--- src/rtl/breadboard_pkg.sv ---
// breadboard_pkg: shared FSM state type, parameter limits and the
// table-depth helper used by lut_breadboard and lut_sweep_ctrl.
package breadboard_pkg;

   typedef enum logic {
      IDLE  = 1'b0,
      SWEEP = 1'b1
   } bb_state_t;

   localparam int N_IN_MIN  = 1;
   localparam int N_IN_MAX  = 8;
   localparam int N_OUT_MIN = 1;
   localparam int N_OUT_MAX = 32;

   function automatic int rows_of(input int n_in);
      return 1 << n_in;
   endfunction

endpackage

--- src/rtl/lut_sweep_ctrl.sv ---
// lut_sweep_ctrl: IDLE/SWEEP FSM, sweep row counter and slot-free logic.
// Ports: i_clk, i_rst_n; i_sweep_start; i_out_valid/i_out_ready (output
//   slot status); o_idle, o_slot_free, o_load (sweep row load strobe),
//   o_row (row to load), o_busy, o_done (one-cycle end-of-sweep pulse).
module lut_sweep_ctrl
   import breadboard_pkg::*;
#(
   parameter int N_IN = 4
)(
   input  logic            i_clk,
   input  logic            i_rst_n,
   input  logic            i_sweep_start,
   input  logic            i_out_valid,
   input  logic            i_out_ready,
   output logic            o_idle,
   output logic            o_slot_free,
   output logic            o_load,
   output logic [N_IN-1:0] o_row,
   output logic            o_busy,
   output logic            o_done
);

   localparam int CW = N_IN + 1;
   // Counter value once every row has been loaded; one bit wider than
   // the row index so it never wraps back to row 0.
   localparam logic [CW-1:0] LAST_CNT = CW'(rows_of(N_IN));

   bb_state_t     r_state;
   bb_state_t     w_state_nxt;
   logic [CW-1:0] r_cnt;
   logic [CW-1:0] w_cnt_nxt;
   logic          r_done;
   logic          w_done_nxt;
   logic          w_slot_free;
   logic          w_all_loaded;

   assign w_slot_free  = !i_out_valid || i_out_ready;
   assign w_all_loaded = (r_cnt == LAST_CNT);

   always_ff @(posedge i_clk or negedge i_rst_n) begin
      if (!i_rst_n) begin
         r_state <= IDLE;
         r_cnt   <= '0;
         r_done  <= 1'b0;
      end else begin
         r_state <= w_state_nxt;
         r_cnt   <= w_cnt_nxt;
         r_done  <= w_done_nxt;
      end
   end

   always_comb begin
      w_state_nxt = r_state;
      w_cnt_nxt   = r_cnt;
      w_done_nxt  = 1'b0;
      o_load      = 1'b0;
      unique case (r_state)
         IDLE: begin
            if (i_sweep_start) begin
               w_state_nxt = SWEEP;
               w_cnt_nxt   = '0;
            end
         end
         SWEEP: begin
            if (!w_all_loaded) begin
               if (w_slot_free) begin
                  o_load    = 1'b1;
                  w_cnt_nxt = r_cnt + CW'(1);
               end
            end else if (i_out_valid && i_out_ready) begin
               // Last row consumed: finish and rearm for the next sweep.
               w_state_nxt = IDLE;
               w_cnt_nxt   = '0;
               w_done_nxt  = 1'b1;
            end
         end
         default: w_state_nxt = IDLE;
      endcase
   end

   assign o_idle      = (r_state == IDLE);
   assign o_busy      = (r_state == SWEEP);
   assign o_slot_free = w_slot_free;
   assign o_row       = r_cnt[N_IN-1:0];
   assign o_done      = r_done;

endmodule

--- src/rtl/lut_breadboard.sv ---
// lut_breadboard: N_OUT programmable truth tables over N_IN inputs with a
// registered single-row eval port and an automatic all-rows sweep.
// Ports: clk, rst_n; cfg_valid/cfg_ready/cfg_sel/cfg_table (table write);
//   in_valid/in_ready/in_data (eval); out_valid/out_ready/out_data/out_row
//   (result); sweep_start/sweep_busy/sweep_done (sweep control).
// Option BREADBOARD_PARITY_EN adds out_parity, registered as ^out_data.
module lut_breadboard
   import breadboard_pkg::*;
#(
   parameter  int N_IN  = 4,
   parameter  int N_OUT = 10,
   localparam int ROWS  = rows_of(N_IN),
   localparam int SEL_W = (N_OUT > 1) ? $clog2(N_OUT) : 1
)(
   input  logic             clk,
   input  logic             rst_n,
   input  logic             cfg_valid,
   output logic             cfg_ready,
   input  logic [SEL_W-1:0] cfg_sel,
   input  logic [ROWS-1:0]  cfg_table,
   input  logic             in_valid,
   output logic             in_ready,
   input  logic [N_IN-1:0]  in_data,
   output logic             out_valid,
   input  logic             out_ready,
   output logic [N_OUT-1:0] out_data,
   output logic [N_IN-1:0]  out_row,
   input  logic             sweep_start,
   output logic             sweep_busy,
   output logic             sweep_done
`ifdef BREADBOARD_PARITY_EN
   ,
   output logic             out_parity
`endif
);

   if (N_IN < N_IN_MIN || N_IN > N_IN_MAX ||
       N_OUT < N_OUT_MIN || N_OUT > N_OUT_MAX) begin : g_bad_param
      $error("lut_breadboard: N_IN or N_OUT out of range");
   end

   logic [ROWS-1:0]  r_table [N_OUT];
   logic             r_out_valid;
   logic [N_OUT-1:0] r_out_data;
   logic [N_IN-1:0]  r_out_row;

   logic             w_idle;
   logic             w_slot_free;
   logic             w_load_sweep;
   logic [N_IN-1:0]  w_sweep_row;
   logic             w_eval;
   logic             w_cfg_we;
   logic             w_load;
   logic [N_IN-1:0]  w_row;
   logic [N_OUT-1:0] w_data;

   lut_sweep_ctrl #(
      .N_IN (N_IN)
   ) u_ctrl (
      .i_clk         (clk),
      .i_rst_n       (rst_n),
      .i_sweep_start (sweep_start),
      .i_out_valid   (r_out_valid),
      .i_out_ready   (out_ready),
      .o_idle        (w_idle),
      .o_slot_free   (w_slot_free),
      .o_load        (w_load_sweep),
      .o_row         (w_sweep_row),
      .o_busy        (sweep_busy),
      .o_done        (sweep_done)
   );

   assign cfg_ready = w_idle;
   assign in_ready  = w_idle && w_slot_free;
   assign w_eval    = in_valid && in_ready;
   assign w_cfg_we  = cfg_valid && cfg_ready;
   assign w_load    = w_eval || w_load_sweep;
   assign w_row     = w_eval ? in_data : w_sweep_row;

   // Lookup reads the registered tables, so a write on the same edge
   // is only seen by later lookups.
   always_comb begin
      w_data = '0;
      for (int k = 0; k < N_OUT; k++) begin
         w_data[k] = r_table[k][w_row];
      end
   end

   // Selects >= N_OUT match no table and are dropped.
   always_ff @(posedge clk or negedge rst_n) begin
      if (!rst_n) begin
         for (int k = 0; k < N_OUT; k++) begin
            r_table[k] <= '0;
         end
      end else if (w_cfg_we) begin
         for (int k = 0; k < N_OUT; k++) begin
            if (int'(cfg_sel) == k) begin
               r_table[k] <= cfg_table;
            end
         end
      end
   end

   always_ff @(posedge clk or negedge rst_n) begin
      if (!rst_n) begin
         r_out_valid <= 1'b0;
         r_out_data  <= '0;
         r_out_row   <= '0;
      end else if (w_load) begin
         r_out_valid <= 1'b1;
         r_out_data  <= w_data;
         r_out_row   <= w_row;
      end else if (out_ready) begin
         r_out_valid <= 1'b0;
      end
   end

   assign out_valid = r_out_valid;
   assign out_data  = r_out_data;
   assign out_row   = r_out_row;

`ifdef BREADBOARD_PARITY_EN
   logic r_parity;

   always_ff @(posedge clk or negedge rst_n) begin
      if (!rst_n) begin
         r_parity <= 1'b0;
      end else if (w_load) begin
         r_parity <= ^w_data;
      end
   end

   assign out_parity = r_parity;
`endif

endmodule

--- config.mk ---
export PLATFORM = sky130hd
export DESIGN_NAME = lut_breadboard
export DESIGN_NICKNAME = d
export VERILOG_FILES = /design/src/rtl/breadboard_pkg.sv /design/src/rtl/lut_sweep_ctrl.sv /design/src/rtl/lut_breadboard.sv
export SDC_FILE = /design/constraint.sdc
export NUM_CORES = 1
export LEC_CHECK = 0
export CAP_MARGIN = 30
export CORE_MARGIN = 2
export CORE_UTILIZATION = 30
export DETAILED_ROUTE_END_ITERATION = 7
export GPL_TIMING_DRIVEN = 0
export HOLD_SLACK_MARGIN = 0.03
export SYNTH_ARGS = -nofsm -noshare
export SYNTH_HDL_FRONTEND = slang
export SYNTH_SLANG_ARGS = --single-unit
--- constraint.sdc ---
create_clock -name clk -period 5.8 [get_ports clk]
set_clock_uncertainty 0.05 [all_clocks]
set_input_delay 1.16 -clock clk [delete_from_list [all_inputs] [get_ports clk]]
set_output_delay 1.16 -clock clk [all_outputs]
set_load 0.01 [all_outputs]
======== After elaboration in Yosys (flattened, before gate mapping) ========
Index checks and enable logic that the tools add are counted.
word-level totals
  bits of input ports ..................... 30
  output and inout port bits .............. 19
  register bits ........................... 182
  word-level logic and storage cells ...... 90
operators by class
  $add $sub $neg .......................... 1
  magnitude comparators ................... 1
  reduce and logical (&&, ||, !) cells .... 20
  equality and inequality tests ........... 13
  bitwise operators ....................... 1
  multiplexer cells ....................... 38
operators with widths
  cell                                                   count
  binary-select mux 1 bit (select 4 bit)                 10
  == test 4 bit, second input constant                   6
  2-to-1 mux 1 bit                                       21
  2-to-1 mux 5 bit                                       4
  AND reduction 2 bit                                    10
  case mux 5 bit (2 select lines)                        1
  == test 4 x 3 -> 1 bit, second input constant          2
  inequality test 3 bit, second input constant           2
  adder 5 x 1 -> 5 bit, second input constant            1
  == test 5 bit, second input constant                   1
  < comparator 4 x 5 -> 1 bit, second input constant     1
  == test 4 x 2 -> 1 bit, second input constant          1
  logical AND 1 bit                                      4
  zero test 4 bit                                        1
  2-to-1 mux 4 bit                                       1
  AND reduction 3 bit                                    1
  logical OR 1 bit                                       2
  inequality test 2 x 1 -> 1 bit, second input constant  1
  case mux 1 bit (2 select lines)                        1
  nonzero test 2 bit                                     1
  zero test 1 bit                                        1
  inverter 1 bit                                         1

======== Longest topological paths before layout ========
Gate-level depths: netlist of run 1.
  word-level depth ........................ 7
  mapped depth ............................ 11
  gate-level depth less buffers ........... 8

======== Hierarchy ========
A second synthesis of run 1 with hierarchy kept.
second synthesis, totals
  cell total of the unflattened synthesis .. 677
  area total of the unflattened synthesis .. 8787.2 sq um
by module, submodules not included
  module          area each (sq um)  times used  cells each  seq. area each (sq um)
  lut_breadboard  8316.7             1           626         4379.2
  lut_sweep_ctrl  470.5              1           51          175.2

======== Worst setup path after synthesis of run 1 ========
Ideal clock, no wire load.
  path type ............................... input -> register
  start ................................... input out_ready
  end ..................................... register r_out_data[1] (netlist: out_data[1])
  slack ................................... 2.527 ns
  path buffers ............................ 1
  arrival ................................. 3.084 ns
  required time ........................... 5.611 ns
  stages .................................. 7
  setup time .............................. 0.139 ns
  cells stage by stage .................... nand2b_1 > buf_6 > nand2_8 > mux2i_2 > mux4_2 > and2_1 > or4_1
on the way
  cells in the longest elaborated chain, start to end .. 6
  elaborated cells on any way between the ends .. 10
  classes of those cells .................. mux (6); reduce/logical (4)
RTL lines
  element                                 line                   text
  start, declared                         lut_breadboard.sv:25   input logic out_ready,
  logical OR 1 bit (*)                    lut_sweep_ctrl.sv:37   assign w_slot_free = !i_out_valid || i_out_ready;
  logical AND 1 bit                       lut_breadboard.sv:74   assign in_ready = w_idle && w_slot_free;
  logical AND 1 bit                       lut_breadboard.sv:75   assign w_eval = in_valid && in_ready;
  2-to-1 mux 4 bit                        lut_breadboard.sv:78   assign w_row = w_eval ? in_data : w_sweep_row;
  binary-select mux 1 bit (select 4 bit)  lut_breadboard.sv:85   w_data[k] = r_table[k][w_row];
  2-to-1 mux 1 bit (not written as such)  lut_breadboard.sv:85
  end signal, assigned                    lut_breadboard.sv:111  r_out_data <= w_data;
  end, declared                           lut_breadboard.sv:44   logic [N_OUT-1:0] r_out_data;
Mark *: on every way between the ends. The rest lies on a longest branch, timed or not. The select of a mux whose other input is x is not followed.
A chain may end at the register's enable or synchronous reset.

======== Worst setup path after layout of run 1 ========
  start ................................... input out_ready
  end ..................................... register r_out_data[6] (netlist: out_data[6])
The elaborated chain is that of the path after synthesis.

==> summary.txt, run 1 <==
Run status
  • Status: finished clean

Clock network
  • Number of H-tree levels: 4
  • TritonCTS clock tree: built
  • Sink Count: 182
  • Clock-pin slew of the registers on the worst-case setup and hold paths: 0.07 ns
  • Clock Latency Late Sink: 0.44 ns
  • Post-CTS Hold Fix Bufs: 0
  • CTS resizes: 0
  • Clock Path Buffers: 2
  • Clk root buf: clkbuf_16
  • CTS Buf Count: 17
  • Setup Buffers After CTS: 0

Yosys
  • Post-Synthesis Cells: 653
  • #FFs+latches synth: 182
  • Synthesized-area fraction occupied by and/or/nand/nor cells: 0.08095
  • Mapped Area: 8454 µm²
  • Number of synthesized flops with an enable pin: 0
  • Syn. warnings: 0
  • Register area share after synthesis: 0.5387
  • Largest family of logic cells by synthesized area: multiplexers
  • Xor/xnor share of the synthesized area: 0.001036
  • Asr flop ratio synth: 1.000
  • Mux cell area share after synthesis: 0.2753
  • Post-Synth Adder-Cell Area: 0.002960
  • Synth unique cells: 47
  • Synth Area per Inst: 12.95 µm²
  • Syn nets: 685
  • Post-synthesis compound-gate area fraction: 0.07267
  • Most used DFF post-synth: dfrtp_1

Global route
  • Largest net degree at the start of global routing: 105
  • GRT overflow: 0
  • First-pass GRT wire length: 33670 µm
  • Initial antenna violation count: 0
  • GRT Overall Usage: 0.1525
  • Vias in the first global route: 5899

Die
  • Die Area: 29540 µm²
  • # rows: 61
  • Chip Width: 171.9 µm
  • Die Y: 171.9 µm
  • Core area: 27780 µm²
  • Initial core utilization: 0.3043
  • IO Pins: 49

STA
  • Post-route worst setup slack: 2.054 ns
  • F_max: 266.9 MHz
  • Fin crit share: 0.6459
  • Setup violators final: 0
  • Final number of hold-violating endpoints: 0
  • Max Slew Vio Count: 0
  • RSZ-0062 raised after global routing: false
  • Relative slew slack: 0.4751
  • Tmin final: 3.746 ns
  • Slew @ Worst Pin: 0.7874 ns

Finish
  • Commonest cells after routing, fill and taps aside: 182 x dfrtp_1, 161 x mux2_2, 62 x nand2_1
  • # diodes: 0
  • Fin cells: 1096
  • Final Util: 0.3562
  • Commonest non-fill, non-tap cell in the layout: dfrtp_1
  • Net count, final: 737
  • Fillers: 2756
  • Layout cells sized above 1: 0.3134
  • Area delta synth->final: 17.03%
  • Design area: 9894 µm²

Route
  • Routed WL: 21380 µm
  • Initial DRT Pass Iterations: 4
  • Initial DRC count: 346
  • Remaining DRCs: 0
  • Vias per cell: 5.113
  • Antenna viol nets, final: 0
  • Post-DR wirelength/cell: 19.51 µm
  • Routed vias: 5604

Setup path
  • CP Capture Type: flop
  • CP arrival: 3.99 ns
  • Critical Path RT: 6.04 ns
  • Worst-path fanout max: 10
  • CP Class: input pin to flop
  • Critical Path Source Type: input pin

Placement
  • DP Cell Count: 1064
  • Worst slack at placement: 1.580 ns
  • Placed Area: 9280 µm²
  • Dpl hpwl: 14990 µm
  • Routability congestion estimate from global placement: 0.8037
  • Port Buf Inserts: 32

Power
  • Leakage power: 0.004621 µW
  • PD cells: 442.3 nW/µm²
  • Worst vdd ir: 0.2210 mV

Hold path
  • Worst hold path class: flop to flop

Flow run
  • Max Cap Violations: 0
registers in the layout (all words and copies together) (netlist names):
register,cells
u_ctrl.r_cnt,5
r_table,160
u_ctrl.o_done,1
u_ctrl.o_busy,1
out_row,4
out_valid,1
out_data,10
final cells by class:
class / instances / area, µm² / share of cell area
Sequential cell: 182 / 4554 / 0.4603
Multi-Input combinational cell: 415 / 3660 / 0.3699
Clock buffer: 23 / 498.0 / 0.05033
Tap cell: 378 / 473.0 / 0.04780
Timing Repair Buffer: 33 / 352.8 / 0.03566
Buffer: 53 / 229.0 / 0.02314
Clock inverter: 9 / 116.4 / 0.01176
Inverter: 3 / 11.26 / 0.001138
kinds of logic after synthesis:
logic type	Yosys count
xor gates and xnor gates	1
and+or+nand+nor	136
buffers and inverters	56
muxes	197
DFF	182
AOI/OAI and AO/OA	79
adders and majority gates	2
cell usage after synthesis (all sizes together), types with 7 or more instances:
master,count,area share
a2111oi,14,0.015
a311oi,10,0.010
a31oi,7,0.0052
and2,10,0.0074
and3,22,0.016
buf,30,0.017
clkbuf,23,0.010
dfrtp,182,0.54
mux2,161,0.21
mux2i,24,0.029
mux4,12,0.032
nand2,64,0.031
nand3,12,0.0071
nor2,11,0.0049
o21ai,11,0.0070
o221ai,9,0.0093
worst paths after layout:
check	slack (ns)	end	cells after the start	startpoint
min in group asynchronous	0.63	u_ctrl.r_cnt[0]	1	rst_n
min reg2reg	0.43	out_row[1]	2	out_row[1]
max reg2reg	2.83	out_data[6]	9	u_ctrl.o_busy
max	2.05	out_data[6]	11	out_ready
max in group asynchronous	4.13	r_table[105]	2	rst_n
min	0.43	out_row[1]	2	out_row[1]
power by group:
part | leakage (µW) | internal, µW | total, µW | switching, µW
Sequential | 0.00248 | 1550 | 1710 | 161
Combinational | 0.00185 | 633 | 1460 | 830
Clock | 0.000288 | 695 | 1200 | 507
Total | 0.00462 | 2880 | 4380 | 1500
per-stage QoR:
stage	hold slack, ns	TNS (ns)	power [µW]
2_1_floorplan	0.4206	0	2651
3_3_place_gp	0.4156	-775.01	3174
3_5_place_dp	0.4260	0	3194
4_1_cts	0.4408	0	4399
5_1_grt	0.4598	0	4613
6_report	0.4325	0	4376
worst max-delay path, cell delays in order:
cell and delay (ns):
clkdlybuf4s50_1 0.51, nand2b_1 0.14, buf_6 0.16, nand3_1 0.19, nand2_2 0.32, buf_6 0.22
buf_2 0.28, buf_4 0.27, mux4_2 0.33, a22oi_1 0.24, nand4_1 0.16
routing by layer:
layer	wire length, µm	vias up	global-route usage	share of wire
li1	-	2528	-	-
met1	9763	2928	0.1975	0.46
met2	10330	122	0.2539	0.48
met3	954	26	0.03571	0.045
met4	338	0	0.04677	0.016
met5	0	-	0	0
Power figures use the tool's default switching activity.
==> run 2: changes to the inputs <==
==> constraint.sdc (replaced) <==
create_clock -name clk -period 3.32 [get_ports clk]
set_clock_uncertainty 0.05 [all_clocks]
set_input_delay 0.664 -clock clk [delete_from_list [all_inputs] [get_ports clk]]
set_output_delay 0.664 -clock clk [all_outputs]
set_load 0.01 [all_outputs]
==> summary.txt, run 2 (synthesized netlist as in run 1, its figures left out) <==
Run status
  • Status: finished clean

Clock network
  • Clock-pin slew of the registers on the worst-case setup and hold paths: 0.07 ns
  • Clock Path Buffers: 2
  • Post-CTS Hold Fix Bufs: 0
  • Sink Count: 182
  • CTS Buf Count: 17
  • Clock Latency Late Sink: 0.44 ns
  • Clk root buf: clkbuf_16
  • Number of H-tree levels: 4
  • TritonCTS clock tree: built

Route
  • Remaining DRCs: 0
  • Initial DRC count: 325
  • Initial DRT Pass Iterations: 4
  • Routed vias: 5592
  • Post-DR wirelength/cell: 19.45 µm
  • Vias per cell: 5.098
  • Routed WL: 21340 µm
  • Antenna viol nets, final: 0

Setup path
  • Critical Path Source Type: input pin
  • Crit-path cells: clkdlybuf4s50_1 -> and2b_4 -> o21ai_0 -> nand2_1 -> buf_1 -> a2111oi_0 -> a311oi_1 -> a211o_1
  • CP Class: input pin to flop
  • Worst stage delay on the critical path: 0.57 ns
  • Worst r2r src: u_ctrl.r_cnt[0]
  • CP Capture Type: flop
  • Crit path max-delay cell type: a2111oi_0
  • Critical Path RT: 3.59 ns
  • CP arrival: 3.38 ns
  • Worst-path fanout max: 10
  • Flop-to-flop setup slack: 0.45 ns
  • Reg2Reg Depth: 11
  • FF-to-FF End: out_data[1]

Power
  • Leakage power: 0.004632 µW
  • Worst vdd ir: 0.3848 mV
  • PD cells: 772.4 nW/µm²
  • Total Power: 7660 µW

STA
  • Hold_ws: 0.1328 ns
  • Slew @ Worst Pin: 0.7864 ns
  • RSZ-0062 raised after global routing: false
  • F_max: 321.8 MHz
  • Post-route worst setup slack: 0.2123 ns
  • Max Slew Vio Count: 0
  • Final number of hold-violating endpoints: 0
  • Fin crit share: 0.9360
  • Setup violators final: 0
  • Relative slew slack: 0.4757
  • Tmin final: 3.108 ns

Finish
  • Area delta synth->final: 17.30%
  • Design area: 9917 µm²
  • Commonest non-fill, non-tap cell in the layout: dfrtp_1
  • Layout cells sized above 1: 0.3157
  • Net count, final: 738
  • Max reg flops: 160
  • Fin cells: 1097
  • Commonest cells after routing, fill and taps aside: 182 x dfrtp_1, 161 x mux2_2, 62 x nand2_1
  • Top reg by flops: r_table
  • # diodes: 0

Die
  • IO Pins: 49
  • Chip Width: 171.9 µm
  • Die Y: 171.9 µm
  • Core area: 27780 µm²
  • Die Area: 29540 µm²
  • # rows: 61
  • Initial core utilization: 0.3043

Global route
  • Vias in the first global route: 5899
  • Initial antenna violation count: 0
  • GRT Overall Usage: 0.1525
  • Largest net degree at the start of global routing: 105
  • First-pass GRT wire length: 33670 µm
  • GRT overflow: 0

Placement
  • Worst slack at placement: -0.4036 ns
  • Dpl hpwl: 14990 µm
  • Placed Area: 9280 µm²
  • Port Buf Inserts: 32
  • DP Cell Count: 1064
  • Routability congestion estimate from global placement: 0.8037

Flow run
  • Max Cap Violations: 0

Hold path
  • Worst hold path class: input pin to async pin
run 2: worst max path at each step:
stage	start	end	slack, ns	cells past startpoint
5_1_grt	out_ready	out_data[0]	0.09	8
3_3_place_gp	rst_n	r_table[44]	-6.25	1
2_1_floorplan	out_ready	out_data[1]	0.54	7
6_report	out_ready	out_data[0]	0.21	8
3_5_place_dp	out_ready	out_data[6]	-0.40	11
4_1_cts	out_ready	out_data[6]	0.05	11
run 2: critical path, delay by kind of cell:
kind / cells / cell delay [ns]
AO/OA/AOI/OAI: 4 / 1.34
buffers and inverters: 2 / 0.87
AND/OR/NAND/NOR: 2 / 0.49
run 2: final cells by class:
cell class,instances,area [µm²]
clock inverter,9,116.4
sequential,182,4554
fill,2757,17860
inverter,3,11.26
tap,378,473.0
buffer,53,230.2
clock buffer,23,498.0
multi-input combinational,415,3674
timing repair buffer,34,360.3
run 2: routing by layer:
metal | global-route usage | routed length, µm | up-vias
met3 | 0.03571 | 975 | 25
met5 | 0 | 0 | -
met4 | 0.04677 | 342 | 0
met2 | 0.2539 | 10300 | 116
li1 | - | - | 2535
met1 | 0.1975 | 9720 | 2916
run 2: repair_timing:
action / in CTS / in global routing
setup buffers: 0 / 1
resized for setup: 0 / 4
setup endpoints to repair: 0 / 8
run 2: stage by stage:
step / setup TNS [ns] / utilization
finish: 0 / 0.3570
global route: 0 / 0.3570
CTS: 0 / 0.3562
detailed placement: -2.597 / 0.3340
global placement: -1138.90 / 0.3329
floorplan: 0 / -
run 2: report_power, final:
group / switching, µW / leakage (µW) / internal, µW
Clock: 886 / 0.000288 / 1210
Combinational: 1450 / 0.00186 / 1120
Sequential: 280 / 0.00248 / 2710
Total: 2620 / 0.00463 / 5040
==> run 3: changes to the inputs <==
--- a/config.mk
+++ b/config.mk
@@ -9,7 +9,7 @@
 export CORE_MARGIN = 2
 export CORE_UTILIZATION = 30
 export DETAILED_ROUTE_END_ITERATION = 7
-export GPL_TIMING_DRIVEN = 0
+export GPL_TIMING_DRIVEN = 1
 export HOLD_SLACK_MARGIN = 0.03
 export SYNTH_ARGS = -nofsm -noshare
 export SYNTH_HDL_FRONTEND = slang
==> summary.txt, run 3 (synthesized netlist as in run 1, its figures left out) <==
Route
  • Routed vias: 5509
  • Initial DRT Pass Iterations: 5
  • Vias per cell: 5.059
  • Post-DR wirelength/cell: 19.32 µm
  • Initial DRC count: 440
  • Antenna viol nets, final: 0
  • Remaining DRCs: 0
  • Routed WL: 21040 µm

Finish
  • Commonest non-fill, non-tap cell in the layout: dfrtp_1
  • Multi-input logic area: 3660 µm²
  • # diodes: 0
  • Design area: 10060 µm²
  • Layout cells sized above 1: 0.3418
  • Area delta synth->final: 19.03%
  • Fillers: 2743
  • Net count, final: 730
  • Max reg flops: 160
  • Register area: 4554 µm²
  • Fin cells: 1089
  • Commonest cells after routing, fill and taps aside: 182 x dfrtp_1, 161 x mux2_2, 62 x nand2_1
  • Top reg by flops: r_table

STA
  • Final number of hold-violating endpoints: 0
  • Setup violators final: 0
  • Post-route worst setup slack: 0.4371 ns
  • Fin crit share: 0.8683
  • Relative slew slack: 0.4969
  • RSZ-0062 raised after global routing: false
  • Hold_ws: 0.2211 ns
  • F_max: 346.9 MHz
  • Slew @ Worst Pin: 0.7546 ns
  • Tmin final: 2.883 ns
  • Max Slew Vio Count: 0

Hold path
  • Worst hold path class: input pin to async pin

Global route
  • GRT Overall Usage: 0.1527
  • Largest net degree at the start of global routing: 76
  • Initial antenna violation count: 0
  • GRT overflow: 0
  • First-pass GRT wire length: 34070 µm
  • Vias in the first global route: 5886

Placement
  • Dpl hpwl: 14070 µm
  • Worst slack at placement: -0.007973 ns
  • Routability congestion estimate from global placement: 0.7827
  • Placed Area: 9475 µm²
  • DP Cell Count: 1057
  • Port Buf Inserts: 48

Setup path
  • Critical Path Source Type: input pin
  • Critical Path RT: 3.57 ns
  • CP Class: input pin to flop
  • CP arrival: 3.14 ns
  • CP Capture Type: flop
  • Flop-to-flop setup slack: 0.76 ns
  • Worst-path fanout max: 4

Clock network
  • Clock Path Buffers: 2
  • Clk root buf: clkbuf_16
  • Clock-pin slew of the registers on the worst-case setup and hold paths: 0.07 ns
  • TritonCTS clock tree: built
  • Clock Latency Late Sink: 0.44 ns
  • Post-CTS Hold Fix Bufs: 0
  • CTS resizes: 0
  • CTS Buf Count: 17
  • Setup Buffers After CTS: 0
  • Sink Count: 182
  • Number of H-tree levels: 4

Die
  • IO Pins: 49
  • Die Area: 29540 µm²
  • Die Y: 171.9 µm
  • Initial core utilization: 0.3043
  • Core area: 27780 µm²
  • Chip Width: 171.9 µm
  • # rows: 61

Power
  • PD cells: 751.9 nW/µm²
  • Worst vdd ir: 0.4464 mV
  • Leakage power: 0.004722 µW

Flow run
  • Max Cap Violations: 0

Run status
  • Status: finished clean
run 3: metal layers:
metal  track usage  up-vias  wire length, µm
met5             0        -                0
met4       0.04713        0              299
met3       0.02930       15              755
met2        0.2490      102            10080
met1        0.2060     2900             9902
li1              -     2492                -
run 3: through the flow:
stage	total power (µW)	TNS [ns]	utilization
floorplan	4630	0	-
global placement	5580	0	0.3411
detailed placement	5616	-0.007973	0.3411
CTS	7625	0	0.3622
global route	8015	0	0.3622
finish	7566	0	0.3622
run 3: final timing paths:
path | endpoint | startpoint | depth (start not counted)
max in group asynchronous | r_table[21] | rst_n | 2
min in group clk | out_row[0] | out_row[0] | 2
worst max-delay path | out_data[1] | out_ready | 7
worst max register to register | out_data[1] | out_valid | 6
worst min register to register | out_row[0] | out_row[0] | 2
worst min-delay path | u_ctrl.r_cnt[4] | rst_n | 1
run 3: critical path: stages:
cell and delay [ns]:
clkdlybuf4s50_1 0.51, nand2b_1 0.30, nand2_8 0.08, mux2i_2 0.36, mux4_2 0.54, and2_1 0.16, or4_1 0.50
run 3: report_power, final:
group	switching (µW)	total (µW)	internal (µW)
logic	1360	2560	1200
clock network	892	2000	1110
registers	303	3010	2710
total	2550	7570	5020
run 3: cell type report:
type                    instances  share of cell area
inverters                       3            0.001119
flip-flops and latches        182              0.4526
clock inverters                11             0.01169
multi-input cells             415              0.3637
repair buffers                 79             0.07721
clock buffers                  21             0.04675
well taps                     378             0.04700
